<file path="src/rtl/uart_fifo_pkg.sv">
// Shared defaults, operation encoding and width helper for the UART FIFO.
// No logic, no latency, no backpressure; compile-time constants only.
package uart_fifo_pkg;

    localparam int DEF_WIDTH = 8;
    localparam int DEF_DEPTH = 32;

    // Per-cycle action after enable, flush and acceptance are resolved.
    typedef enum logic [2:0] {
        OP_IDLE,
        OP_WRITE,
        OP_READ,
        OP_BOTH,
        OP_FLUSH
    } op_e;

    function automatic int clog2(input int value);
        int result;
        int v;
        result = 0;
        v      = value - 1;
        while (v > 0) begin
            result = result + 1;
            v      = v >> 1;
        end
        return result;
    endfunction

endpackage

</file>
<file path="src/rtl/uart_fifo_if.sv">
// Request/response bundle between a UART FIFO client (master) and the FIFO (slave).
// Pure wiring: no latency; the client watches FULL/EMPTY/Count to pace itself.
interface uart_fifo_if
    import uart_fifo_pkg::*;
#(
    parameter int WIDTH = DEF_WIDTH,
    parameter int DEPTH = DEF_DEPTH
);
    localparam int CW = clog2(DEPTH) + 1;

    logic             en;
    logic             flush;
    logic             wr;
    logic [WIDTH-1:0] data_in;
    logic             rd;
    logic             clr_err;
    logic [WIDTH-1:0] data_out;
    logic             valid;
    logic             empty;
    logic             full;
    logic             aempty;
    logic             afull;
    logic [CW-1:0]    count;
    logic             ovf;
    logic             udf;

    modport master (
        output en, flush, wr, data_in, rd, clr_err,
        input  data_out, valid, empty, full, aempty, afull, count, ovf, udf
    );

    modport slave (
        input  en, flush, wr, data_in, rd, clr_err,
        output data_out, valid, empty, full, aempty, afull, count, ovf, udf
    );

endinterface

</file>
<file path="src/rtl/fifo_mem.sv">
// WIDTH x DEPTH dual-port storage with synchronous write and registered read; nothing is reset.
// Read data appears one edge after rd_en and holds otherwise; no backpressure.
module fifo_mem
    import uart_fifo_pkg::*;
#(
    parameter int WIDTH = DEF_WIDTH,
    parameter int DEPTH = DEF_DEPTH
) (
    input  logic                   clk,
    input  logic                   wr_en,
    input  logic [clog2(DEPTH)-1:0] wr_addr,
    input  logic [WIDTH-1:0]       wr_dat,
    input  logic                   rd_en,
    input  logic [clog2(DEPTH)-1:0] rd_addr,
    output logic [WIDTH-1:0]       rd_dat
);
    logic [WIDTH-1:0] mem_q [DEPTH];
    logic [WIDTH-1:0] rd_dat_d;
    logic [WIDTH-1:0] rd_dat_q;

    // Same-address read and write returns the old word, which keeps order when full.
    always_comb begin
        rd_dat_d = rd_dat_q;
        if (rd_en) begin
            rd_dat_d = mem_q[rd_addr];
        end
    end

    always_ff @(posedge clk) begin
        if (wr_en) begin
            mem_q[wr_addr] <= wr_dat;
        end
        rd_dat_q <= rd_dat_d;
    end

    assign rd_dat = rd_dat_q;

endmodule

</file>
<file path="src/rtl/uart_fifo.sv">
// Synchronous FIFO control for a UART datapath: pointers, occupancy, flags and sticky errors.
// Read data one edge after an accepted RD (no fall-through); writes refused when full unless a read frees a slot.
module uart_fifo
    import uart_fifo_pkg::*;
#(
    parameter int WIDTH     = DEF_WIDTH,
    parameter int DEPTH     = DEF_DEPTH,
    parameter int AFULL_TH  = DEPTH - 4,
    parameter int AEMPTY_TH = 4
) (
    input logic       clk,
    input logic       rst_n,
    uart_fifo_if.slave bus
);
    localparam int AW = clog2(DEPTH);
    localparam int CW = AW + 1;

    logic [AW-1:0]    wr_ptr_d, wr_ptr_q;
    logic [AW-1:0]    rd_ptr_d, rd_ptr_q;
    logic [CW-1:0]    count_d, count_q;
    logic             valid_d, valid_q;
    logic             seen_d, seen_q;
    logic             ovf_d, ovf_q;
    logic             udf_d, udf_q;
    logic             empty, full;
    logic             rd_acc, wr_acc;
    logic             ovf_set, udf_set;
    logic [WIDTH-1:0] rd_dat;
    op_e              op;

    assign empty = (count_q == '0);
    assign full  = (int'(count_q) == DEPTH);

    // Flush outranks RD/WR, so it also suppresses acceptance and error detection.
    always_comb begin
        rd_acc  = bus.en && !bus.flush && bus.rd && !empty;
        wr_acc  = bus.en && !bus.flush && bus.wr && (!full || rd_acc);
        ovf_set = bus.en && !bus.flush && bus.wr && !wr_acc;
        udf_set = bus.en && !bus.flush && bus.rd && empty;
        op      = OP_IDLE;
        if (bus.en && bus.flush) begin
            op = OP_FLUSH;
        end else if (rd_acc && wr_acc) begin
            op = OP_BOTH;
        end else if (wr_acc) begin
            op = OP_WRITE;
        end else if (rd_acc) begin
            op = OP_READ;
        end
    end

    always_comb begin
        wr_ptr_d = wr_ptr_q;
        rd_ptr_d = rd_ptr_q;
        count_d  = count_q;
        valid_d  = rd_acc;
        seen_d   = seen_q | rd_acc;
        unique case (op)
            OP_FLUSH: begin
                wr_ptr_d = '0;
                rd_ptr_d = '0;
                count_d  = '0;
            end
            OP_WRITE: begin
                wr_ptr_d = wr_ptr_q + AW'(1);
                count_d  = count_q + CW'(1);
            end
            OP_READ: begin
                rd_ptr_d = rd_ptr_q + AW'(1);
                count_d  = count_q - CW'(1);
            end
            OP_BOTH: begin
                wr_ptr_d = wr_ptr_q + AW'(1);
                rd_ptr_d = rd_ptr_q + AW'(1);
            end
            default: begin
            end
        endcase
        ovf_d = ovf_set | (ovf_q & ~bus.clr_err);
        udf_d = udf_set | (udf_q & ~bus.clr_err);
    end

    always_ff @(posedge clk or negedge rst_n) begin
        if (!rst_n) begin
            wr_ptr_q <= '0;
            rd_ptr_q <= '0;
            count_q  <= '0;
            valid_q  <= 1'b0;
            seen_q   <= 1'b0;
            ovf_q    <= 1'b0;
            udf_q    <= 1'b0;
        end else begin
            wr_ptr_q <= wr_ptr_d;
            rd_ptr_q <= rd_ptr_d;
            count_q  <= count_d;
            valid_q  <= valid_d;
            seen_q   <= seen_d;
            ovf_q    <= ovf_d;
            udf_q    <= udf_d;
        end
    end

    fifo_mem #(
        .WIDTH (WIDTH),
        .DEPTH (DEPTH)
    ) u_mem (
        .clk     (clk),
        .wr_en   (wr_acc),
        .wr_addr (wr_ptr_q),
        .wr_dat  (bus.data_in),
        .rd_en   (rd_acc),
        .rd_addr (rd_ptr_q),
        .rd_dat  (rd_dat)
    );

    // The storage read register has no reset; mask it until the first pop since reset.
    assign bus.data_out = seen_q ? rd_dat : '0;
    assign bus.valid    = valid_q;
    assign bus.count    = count_q;
    assign bus.empty    = empty;
    assign bus.full     = full;
    assign bus.aempty   = (int'(count_q) <= AEMPTY_TH);
    assign bus.afull    = (int'(count_q) >= AFULL_TH);
    assign bus.ovf      = ovf_q;
    assign bus.udf      = udf_q;

endmodule

</file>
<file path="src/flat_wrapper.sv">
// flat-port wrapper written by rule: the top's interface ports become plain ports
module uart_fifo_flat import uart_fifo_pkg::*;
#(
    parameter int WIDTH     = DEF_WIDTH,
    parameter int DEPTH     = DEF_DEPTH,
    parameter int AFULL_TH  = DEPTH - 4,
    parameter int AEMPTY_TH = 4
)
  (clk, rst_n, bus_en, bus_flush, bus_wr, bus_data_in, bus_rd, bus_clr_err, bus_data_out, bus_valid, bus_empty, bus_full, bus_aempty, bus_afull, bus_count, bus_ovf, bus_udf);
  uart_fifo_if #(.WIDTH(WIDTH), .DEPTH(DEPTH)) bus_i ();
  input logic clk;
  input logic rst_n;
  input wire logic [$bits(bus_i.en)-1:0] bus_en;
  input wire logic [$bits(bus_i.flush)-1:0] bus_flush;
  input wire logic [$bits(bus_i.wr)-1:0] bus_wr;
  input wire logic [$bits(bus_i.data_in)-1:0] bus_data_in;
  input wire logic [$bits(bus_i.rd)-1:0] bus_rd;
  input wire logic [$bits(bus_i.clr_err)-1:0] bus_clr_err;
  output wire logic [$bits(bus_i.data_out)-1:0] bus_data_out;
  output wire logic [$bits(bus_i.valid)-1:0] bus_valid;
  output wire logic [$bits(bus_i.empty)-1:0] bus_empty;
  output wire logic [$bits(bus_i.full)-1:0] bus_full;
  output wire logic [$bits(bus_i.aempty)-1:0] bus_aempty;
  output wire logic [$bits(bus_i.afull)-1:0] bus_afull;
  output wire logic [$bits(bus_i.count)-1:0] bus_count;
  output wire logic [$bits(bus_i.ovf)-1:0] bus_ovf;
  output wire logic [$bits(bus_i.udf)-1:0] bus_udf;
  assign bus_i.en = bus_en;
  assign bus_i.flush = bus_flush;
  assign bus_i.wr = bus_wr;
  assign bus_i.data_in = bus_data_in;
  assign bus_i.rd = bus_rd;
  assign bus_i.clr_err = bus_clr_err;
  assign bus_data_out = bus_i.data_out;
  assign bus_valid = bus_i.valid;
  assign bus_empty = bus_i.empty;
  assign bus_full = bus_i.full;
  assign bus_aempty = bus_i.aempty;
  assign bus_afull = bus_i.afull;
  assign bus_count = bus_i.count;
  assign bus_ovf = bus_i.ovf;
  assign bus_udf = bus_i.udf;
  uart_fifo #(.WIDTH(WIDTH), .DEPTH(DEPTH), .AFULL_TH(AFULL_TH), .AEMPTY_TH(AEMPTY_TH)) u_core (.clk(clk), .rst_n(rst_n), .bus(bus_i));
endmodule
</file>
<file path="config.mk">
export PLATFORM = sky130hd
export DESIGN_NAME = uart_fifo_flat
export DESIGN_NICKNAME = d
export VERILOG_FILES = /design/src/rtl/uart_fifo_pkg.sv /design/src/rtl/uart_fifo_if.sv /design/src/rtl/fifo_mem.sv /design/src/rtl/uart_fifo.sv /design/src/flat_wrapper.sv
export SDC_FILE = /design/constraint.sdc
export NUM_CORES = 1
export LEC_CHECK = 0
export ABC_AREA = 0
export BUFFER_PORTS_ARGS = -buffer_cell sky130_fd_sc_hd__clkbuf_2
export CAP_MARGIN = 10
export CORE_ASPECT_RATIO = 2
export CORE_MARGIN = 2
export CORE_UTILIZATION = 28
export CTS_CLUSTER_SIZE = 40
export DETAILED_ROUTE_END_ITERATION = 10
export PLACE_DENSITY = 0.41
export SYNTH_ARGS = -nofsm -noshare
export SYNTH_HDL_FRONTEND = slang
export SYNTH_SLANG_ARGS = --single-unit
</file>
<file path="constraint.sdc">
create_clock -name clk -period 2.7 [get_ports clk]
set_input_delay 0.135 -clock clk [delete_from_list [all_inputs] [get_ports clk]]
set_output_delay 0.135 -clock clk [all_outputs]
set_load 0.01 [all_outputs]
</file>
# Word level (Yosys, flattened, before mapping)
# Memory sizes are Yosys's and may differ from the RTL's. A register that Yosys moved wholly into a read port is not among the register bits.
# Cells that the tools add are included.
# totals
register_bits	20
ramBits	256
inputBits	15
out_inout_bits	21
elab_cells	55
mem_count	1
# memory_table
name	depth	width	read_ports	rd_ports_with_merged_regs	wr	line	text
u_core.u_mem.mem_q	32	8	1	1	1	fifo_mem.sv:17	logic [WIDTH-1:0] mem_q [DEPTH];
# classes
add_sub_neg	4
n_lt_le_gt_ge	2
eq_ne	5
n_mux	10
bitwise_logic	6
n_reduce_logical	20
# ops
operator	n
$pmux 5 s2	2
$pmux 6 s3	1
$add 5x1->5 const B	2
$logic_and 1x1->1	9
$mux 3	3
$mux 8	1
$add 6x1->6 const B	1
$eq 3x2->1 const B	2
$eq 6x6->1 const B	1
$ge 6x5->1 const B	1
$le 6x3->1 const B	1
$logic_not 6->1	1
$sub 6x1->6 const B	1
$logic_not 1->1	4
$reduce_bool 2->1	2
$reduce_or 2->1	2
$eq 3x1->1 const B	1
$eq 3x3->1 const B	1
$or 1x1->1	3
$reduce_bool 3->1	1
$and 1x1->1	2
$mux 1	2
$mux 2	1
$logic_or 1x1->1	1
$not 1->1	1

# Longest topological paths before layout
# logic_depth
word_depth	12
mapped_depth	13
depth_no_buf	12

# Cells and area by module
# A second synthesis with hierarchy kept.
# unflattened
hier_cells	544
hier_area_um2	11365.9
# modules_own_cells
module	instances	cells_per_inst	area_each_um2	seq_area_each_um2
fifo_mem	1	417	10133.5	7927.6
uart_fifo	1	127	1232.4	500.5

# Worst setup path after synthesis
# Ideal clock, no wire load.
# synth_path
path_kind	register -> register
from	register u_core.count_q[2], in the netlist u_core.bus.count[2]
to	register u_core.count_q[5], in the netlist u_core.bus.count[5]
setup_time_ns	0.079
t_arrival_ns	2.587
t_required_ns	2.621
slack_ns	0.033
stages_incl_launch_ff	14
path_buffers	1
synth_period_minus_slack_ns	2.667
path_cell_list	dfrtp_1 > clkbuf_1 > nor4_1 > nand2_1 > nand3_1 > inv_2 > nand2_1 > inv_1 > ha_1 > a211oi_1 > o21bai_1 > a21oi_1 > mux2i_1 > mux2i_1
# synth_between
elab_chain_cells	10
elab_cells_between_ends	19
classes_between	add/sub (2); eq/ne (4); mux (5); reduce/logical (8)
# synth_lines
item	line	text
start, declared	uart_fifo.sv:20	logic [CW-1:0] count_d, count_q;
start signal, assigned	uart_fifo.sv:95	count_q <= count_d;
$logic_not 6->1 (*)	uart_fifo.sv:31	assign empty = (count_q == '0);
$logic_not 1->1 (*)	uart_fifo.sv:36	rd_acc = bus.en && !bus.flush && bus.rd && !empty;
$logic_and 1x1->1 (*)	uart_fifo.sv:36	
net u_core.rd_acc	uart_fifo.sv:26	logic rd_acc, wr_acc;
$logic_or 1x1->1	uart_fifo.sv:37	wr_acc = bus.en && !bus.flush && bus.wr && (!full || rd_acc);
$logic_and 1x1->1	uart_fifo.sv:37	
$mux 3 or $logic_and 1x1->1 (tied branches)	uart_fifo.sv:45, uart_fifo.sv:43	
$mux 3 (*)	uart_fifo.sv:43	end else if (rd_acc && wr_acc) begin
$mux 3 (*)	uart_fifo.sv:41	if (bus.en && bus.flush) begin
$eq 3x2->1 (tied with other cells)	uart_fifo.sv:58	unique case (op)
$pmux 6 s3 or $reduce_bool 3->1 (tied branches)	n/a	
# The timed path passes the listed nets; every way through them passes the cells marked *.
# A chain may end at the register's enable or synchronous reset.

# Final worst setup path
# Same ends and word-level chain as after synthesis.

==> reports/results.ini <==
[sta]
hold_viol_final = 0
setup_ws_ps = 187.2
fin_crit_ps = 2513
maxSlewHeadroom_pct = 44.00
slew_viol_final = 0
finalClockSkew_ps = 18.99
setup_viol = 0
period_share_pct = 93.07
max_freq_mhz = 398.0
tightestPinTransition_ps = 839.9
hold_ws_ps = 101.2

[clock_tree]
path_clk_slew_ps = 70
clock_latency_ps = 540
cts_root_buf = clkbuf_16
tritoncts = done
htree_levels = 1
cts.sinks = 284
cts_inserted_buffers = 26
cts_max_path_buffers = 3

[synthesis]
synth.area.top_cells = edfxtp_1 70%, mux4_2 16%, dfrtp_1 4.4%
synth-edff-count = 264
synth_area_mm2 = 0.01138
async_flop_share_pct = 7.042
synth_top_cell_by_area = edfxtp_1
synth_flop_cell = edfxtp_1
synth_nets = 578
synth_top_area_share_pct = 69.65
synth_warnings = 0
synth_area_per_cell_um2 = 20.58
yosysUniqueCellTypes = 42
synth_seq_cells = 284
synth-seq-area-share_pct = 74.05
synthCells = 553

[pwr]
power-per-cell-area_mw_per_mm2 = 836.8
ir_drop_mv = 0.3465
power_mw = 11.28
p_leak_nw = 4.372

[final_layout]
antenna_cells = 0
syn2layout_area_growth_pct = 18.40
ff_latch_area_mm2 = 0.008434
fin_util_pct = 33.52
nFillCells = 3762
finalNonFillerCells = 1200
final_nets = 675
multi_input_area_mm2 = 0.002813
drive_above_1_share_pct = 34.18

[critical_path]
endpoint_kind = register
start_kind = register
crit_required_ps = 3160
critPathKind = register to register
reg2reg_slack_ps = 190
worstPathArrival_ps = 2970
cp_max_fo = 5

[detailed_routing]
drtPass1Iterations = 4
ant_nets = 0
routed_wl_mm = 28.38
drc = 0
num_vias = 5503
viasPerCell = 4.586
dr.first_iter.drc_count = 379
wl_per_cell_um = 23.65

[global_route]
grt_overflow = 0
grt_use_total_pct = 13.77
grt_pass1_vias = 6058
grt_max_degree = 48
grt_first_pass_wirelength_mm = 42.21
antenna_found_initial = 0

[floorplan]
ios = 36
row_count = 104
core_mm2 = 0.04021
die_x_um = 146.6
dieArea_mm2 = 0.04238
fp.dieH_um = 289.1
initial_core_util_pct = 28.31

[placed_design]
dp.cells = 1144
portBuffers = 35
dp_hpwl_mm = 18.91
gp_congestion = 0.8272
post-place-ws_ps = 52.16

[worst_hold_path]
hp-class = primary input to register

[outcome]
status = finished, final reports clean

[run]
max_cap_viol_count = 0

registers in the layout, summed over array words and instances, names as in the netlist:
name,cells
u_core.rd_ptr_q,5
u_core.bus.valid,1
u_core.bus.ovf,1
u_core.u_mem.mem_q,256
u_core.u_mem.rd_dat,8
u_core.bus.udf,1
u_core.bus.count,6
u_core.seen_q,1
u_core.wr_ptr_q,5
through the flow:
stage	setup TNS, ps	instance area, um2
4_1_cts	0	13430
3_5_place_dp	0	12540
2_1_floorplan	0	11380
6_report	0	13480
3_3_place_gp	0	12540
5_1_grt	-2.015	13480
layout by cell type, fill, tap and decap left out, types with 2 or more instances in the layout:
cell and n:
or2_1 2, dfrtp_2 2, nor2_1 34, xor2_1 8
mux2_2 8, edfxtp_1 264, inv_1 7, a31o_2 2
mux4_2 80, buf_4 51, or3b_2 2, a21oi_1 6
clkbuf_16 27, dlygate4sd3_1 6, clkbuf_2 35, nand2_1 21
clkinv_2 6, clkinv_1 2, o21ai_1 4, dfrtp_1 17
a21o_1 2, clkinv_4 2, nand3_1 9, o21ai_0 5
bufinv_16 2, clkbuf_1 8, mux2i_1 7, nand3b_1 5
nand4_1 2, buf_12 4, inv_2 2, and2_1 8
ha_1 9
cell usage after synthesis, drive strengths merged (3+ instances only):
cell	n
o21ai	9
a21oi	6
mux4	80
nor2	35
mux2i	7
edfxtp	264
mux2	8
buf	9
clkbuf	18
nand3b	5
inv	9
xor2	8
nand3	10
ha	9
dfrtp	20
nand2	21
a31o	3
and2	8
per-layer routing:
metal | part of all wire (%) | vias to the layer above | track usage (%)
li1 | - | 2450 | -
met1 | 36 | 2904 | 15.03
met2 | 58 | 117 | 27.35
met3 | 3.4 | 32 | 1.496
met4 | 2.7 | 0 | 4.709
met5 | 0 | - | 0
worst paths after layout:
path                                                  from                         endpoint  cells past startpoint
max reg2reg                u_core.bus.count[2]$_DFFE_PN0P_  u_core.bus.count[5]$_DFFE_PN0P_                     12
min in group asynchronous                            rst_n       u_core.bus.valid$_DFF_PN0_                      2
max                        u_core.bus.count[2]$_DFFE_PN0P_  u_core.bus.count[5]$_DFFE_PN0P_                     12
min reg2reg                       u_core.bus.udf$_DFF_PN0_         u_core.bus.udf$_DFF_PN0_                      2
max in group asynchronous                            rst_n   u_core.rd_ptr_q[0]$_DFFE_PN0P_                      2
min                                                 bus_wr  u_core.bus.count[5]$_DFFE_PN0P_                      4
critical path: stages, from the launching register on:
cell      delay [ps]
dfrtp_1          460
nor4_2           260
nand2_1          110
nand3_2          100
inv_2             40
nand2_1          110
inv_2             90
ha_1             300
a211oi_1         240
o21bai_1         100
a21oi_1          180
mux2i_1          240
mux2i_1          200
cell families after synthesis:
group                    Yosys count  share of synthesized area (%)
AND/OR/NAND/NOR                   91                          3.793
adder cells (fa/ha/maj)           10                          1.165
multiplexers                      95                          17.24
flip-flops                       284                          74.05
buffers and inverters             36                          1.495
AO/OA/AOI/OAI                     28                          1.572
XOR/XNOR                           9                         0.6926
timing repair:
item | 4_1_cts | 5_1_grt
endpoints found under the hold margin | 25 | 0
buffers inserted | 0 | 2
hold buffers | 6 | 0
setup endpoints to repair | 0 | 1
gates resized for setup | 0 | 7
power breakdown:
part | internal, mW | switching (mW)
logic | 1.26 | 1.33
clock network | 2.06 | 1.61
registers | 4.92 | 0.0936
total | 8.24 | 3.04
cell type report:
type	count	area share, %
sequential	284	62.58
multi-input combinational	233	20.87
clock buffer	36	5.338
timing repair buffer	96	5.181
tap	530	4.921
clock inverter	12	0.8541
inverter	9	0.2507
Power figures use the tool's default switching activity.
